## src/rtl/skolem_bvuge_add_check.sv

```systemverilog
// Registered checker for bvuge(bvadd(x, s), t).
// Capture stage registers the {s,t,x} triple; the check stage evaluates it in the
// following cycle.
//   clk_i, rst_i          clock, asynchronous active-high reset
//   s_i, t_i, x_i         operands from the Skolem block interface
//   valid_i               triple is a live sweep vector
//   valid_o               captured triple is valid this cycle
//   fail_o                captured triple violates the formula (qualify with valid_o)
//   s_o, t_o, x_o         captured triple, for counterexample reporting
module skolem_bvuge_add_check #(
    parameter int unsigned W = 4
) (
    input  logic         clk_i,
    input  logic         rst_i,
    input  logic [W-1:0] s_i,
    input  logic [W-1:0] t_i,
    input  logic [W-1:0] x_i,
    input  logic         valid_i,
    output logic         valid_o,
    output logic         fail_o,
    output logic [W-1:0] s_o,
    output logic [W-1:0] t_o,
    output logic [W-1:0] x_o
);

    logic [W-1:0] s_q, t_q, x_q;
    logic         valid_q;
    logic [W-1:0] sum;

    always_ff @(posedge clk_i or posedge rst_i) begin
        if (rst_i) begin
            valid_q <= 1'b0;
            s_q     <= '0;
            t_q     <= '0;
            x_q     <= '0;
        end else begin
            valid_q <= valid_i;
            if (valid_i) begin
                s_q <= s_i;
                t_q <= t_i;
                x_q <= x_i;
            end
        end
    end

    // Sum is W bits wide on purpose: the carry out of bvadd is discarded.
    always_comb begin
        sum    = x_q + s_q;
        fail_o = (sum < t_q);
    end

    assign valid_o = valid_q;
    assign s_o     = s_q;
    assign t_o     = t_q;
    assign x_o     = x_q;

endmodule

```

## config.mk

```make
export PLATFORM = sky130hd
export DESIGN_NAME = skolem_bvuge_add_check
export DESIGN_NICKNAME = d
export VERILOG_FILES = /design/src/rtl/skolem_bvuge_add_check.sv
export SDC_FILE = /design/constraint.sdc
export NUM_CORES = 1
export LEC_CHECK = 0
export BUFFER_PORTS_ARGS = -buffer_cell sky130_fd_sc_hd__buf_2
export CELL_PAD_IN_SITES_DETAIL_PLACEMENT = 0
export CELL_PAD_IN_SITES_GLOBAL_PLACEMENT = 1
export CORE_UTILIZATION = 34
export CTS_CLUSTER_DIAMETER = 30
export DETAILED_ROUTE_END_ITERATION = 7
export GPL_TIMING_DRIVEN = 0
export PLACE_DENSITY = 0.82
export SYNTH_ARGS = -nofsm -noshare
export SYNTH_HDL_FRONTEND = slang
export SYNTH_SLANG_ARGS = --single-unit
```

## constraint.sdc

```tcl
create_clock -name clk_i -period 2.6 [get_ports clk_i]
set_input_delay 0.26 -clock clk_i [delete_from_list [all_inputs] [get_ports clk_i]]
set_output_delay 0.26 -clock clk_i [all_outputs]
set_load 0.02 [all_outputs]
```

==> results.yml <==
pwr:
  fin_total_pwr_uw: 573
  leakage_uw: 0.000480
  ir_drop_mv: 0.271
  power_density_mw_per_mm2: 636
cts:
  cts.sinks: 13
  clk_pin_slew_worst_paths_ns: 0.08
  htree_levels: 1
  clockRootBuffer: "clkbuf_4"
  clockBufferDepth: 2
  ctsHoldBuffers: 0
  numCtsBuffers: 3
  clock_latency_ns: 0.28
  cts_tree: "built"
global_route:
  use_met3_pct: 3.53
  antenna_found_initial: 0
  grt_first_pass_wirelength_um: 1900
  grt-ovfl-total: 0
  grt_start_max_net_pins: 14
  use_met1_pct: 15.3
  grt_busiest_layer: "met2"
  grt_use_met2_pct: 20.3
  grt_pass1_vias: 445
  grt_use_total_pct: 13.2
layout:
  final_nets: 110
  ff_latch_area_um2: 325
  final_common_cell: "buf_2"
  syn_to_final_growth_pct: 34.3
  most-common-layout-cells: "buf_2, dfrtp_1, ha_1, mux2_2, buf_4"
  fillers: 184
  antenna_cells: 0
  multi_input_area_um2: 304
  drive_above_1_share_pct: 52.9
worst_hold_path:
  hold_class: "in -> async"
route:
  vias: 486
  drtPass1Iterations: 4
  wire_per_inst_um: 11.3
  routed_via_density: 4.34
  drtIter0Drc: 7
  antenna_left: 0
  drc: 0
  wl_um: 1270
synthesis:
  syn-cell-area_um2: 671
  synth_cell_types: 16
  yosys_warnings: 0
  seq_area_frac_synth_pct: 48.5
  syn_inst: 51
  syn_avg_cell_area_um2: 13.1
  synth_fp_nets: 73
  synth-seq-cells: 13
timing:
  finalCritPeriodShare_pct: 94.8
  fin_hold_ws_ns: -0.00375
  hold_violations: 13
  finalMaxSlewViolations: 0
  finalSetupViolCount: 0
  fmax_mhz: 406
  max_slew.worst_pin.slew_ns: 0.515
  max_slew_margin_pct: 65.6
  fin_crit_ns: 2.47
  rsz0062_at_grt: "no"
  fin_worst_skew_ns: 0
  finalSetupTns_ns: 0
floorplan:
  die_h_um: 46.4
  die_w_um: 46.4
  dieArea_mm2: 0.00215
  core.rowCount: 15
  initial_core_util_pct: 37.6
  io_pins: 29
  coreArea_mm2: 0.00178
setup_path:
  cp_cell_sequence: "ha_1 -> a21o_1 -> a21oi_1 -> xnor2_1 -> ha_1 -> buf_4 -> nand2_1 -> o21a_1 -> buf_4"
  crit_arrival_ns: 2.21
  cp_max_fo: 4
  critical_path.top_delay_family: "adder cells"
  r2r_start: "s_o[1]"
  critPathRequiredTime_ns: 2.34
  cp_slowest_cell: "dfrtp_1"
  critPathBufInv: 2
  r2r_setup_slack_ns: 1.68
  reg2reg_depth: 2
  end_kind: "primary output"
  startpoint_type: "flip-flop"
  path_class: "reg -> out"
  cpPeakStageDelay_ns: 0.41
  r2r_end: "s_o[1]"
flow_run:
  cap_violations: 0
place:
  globalplace.congestion: 0.695
  post-dp-hpwl_um: 918
  io_buffer_count: 28
run_status:
  status: "finished, violations left"
  violations: "negative hold slack"
[cell type report]
cell class	instances	area share (%)
plain buffers	2	2.92
well taps	25	3.47
flip-flops and latches	13	36.1
inverters	4	1.67
clock buffers	4	2.92
repair buffers	32	19.2
multi-input cells	32	33.8
[synthesized netlist by cell type]
cell type | instances | area share (%)
a21o_1 | 1 | 1.1
a21oi_1 | 3 | 2.2
buf_6 | 1 | 1.7
buf_8 | 1 | 2.2
dfrtp_1 | 13 | 49
fa_1 | 1 | 3.0
ha_1 | 6 | 11
inv_1 | 4 | 2.2
mux2_2 | 5 | 8.4
mux2_4 | 4 | 9.0
nand2_1 | 4 | 2.2
nand2b_1 | 1 | 0.93
o21a_1 | 1 | 1.1
o21ai_0 | 3 | 2.2
xnor2_1 | 1 | 1.3
xor2_1 | 2 | 2.6
[kinds of logic after synthesis]
family | after synthesis | synth area share, %
flip-flops | 13 | 48.5
multiplexers | 9 | 17.4
AO/OA/AOI/OAI | 8 | 6.72
adder cells (fa/ha/maj) | 7 | 14.2
buffers and inverters | 6 | 6.16
AND/OR/NAND/NOR | 5 | 3.17
XOR/XNOR | 3 | 3.92
[sequential cells by signal, indices dropped and copies added (netlist names)]
register	count
s_o	4
t_o	4
valid_o	1
x_o	4
[report_power, final]
group / switching [µW] / internal (µW)
logic: 104 / 105
registers: 14.1 / 221
clock network: 68.3 / 59.6
total: 187 / 386
[through the flow]
stage	util, %	std cells	worst slack (ns)	instance area, µm²
floorplan	-	51	0.475	671
global route	50.5	112	0.00558	901
global placement	47.2	104	0.455	842
finish	50.5	112	0.134	901
detailed placement	47.2	104	0.418	842
CTS	48.7	108	0.0930	868
[worst register-to-register path, cell delays in order (launching register included)]
cell and delay (ns):
dfrtp_1 0.41, buf_4 0.14, mux2_4 0.26
[how the worst max path moves through the flow]
stage / start / end / slack, ns / cells past startpoint
global route: s_o[1] / fail_o / 0.006 / 8
CTS: s_o[1] / fail_o / 0.09 / 8
detailed placement: s_o[1] / fail_o / 0.42 / 8
global placement: s_o[1] / fail_o / 0.46 / 8
floorplan: s_o[1] / fail_o / 0.48 / 7
finish: s_o[1] / fail_o / 0.13 / 9
[timing repair]
item,in CTS,in global routing
hold endpoints to repair,0,0
buffers inserted,0,4
endpoints found under the setup margin,0,1
resized for setup,0,1
[per-layer routing]
metal	wire length (µm)	share of wire, %
met4	41	3.2
met5	0	0
met3	58	4.6
met1	555	44
met2	612	48
Note: power is estimated with default switching activity, not from simulation.
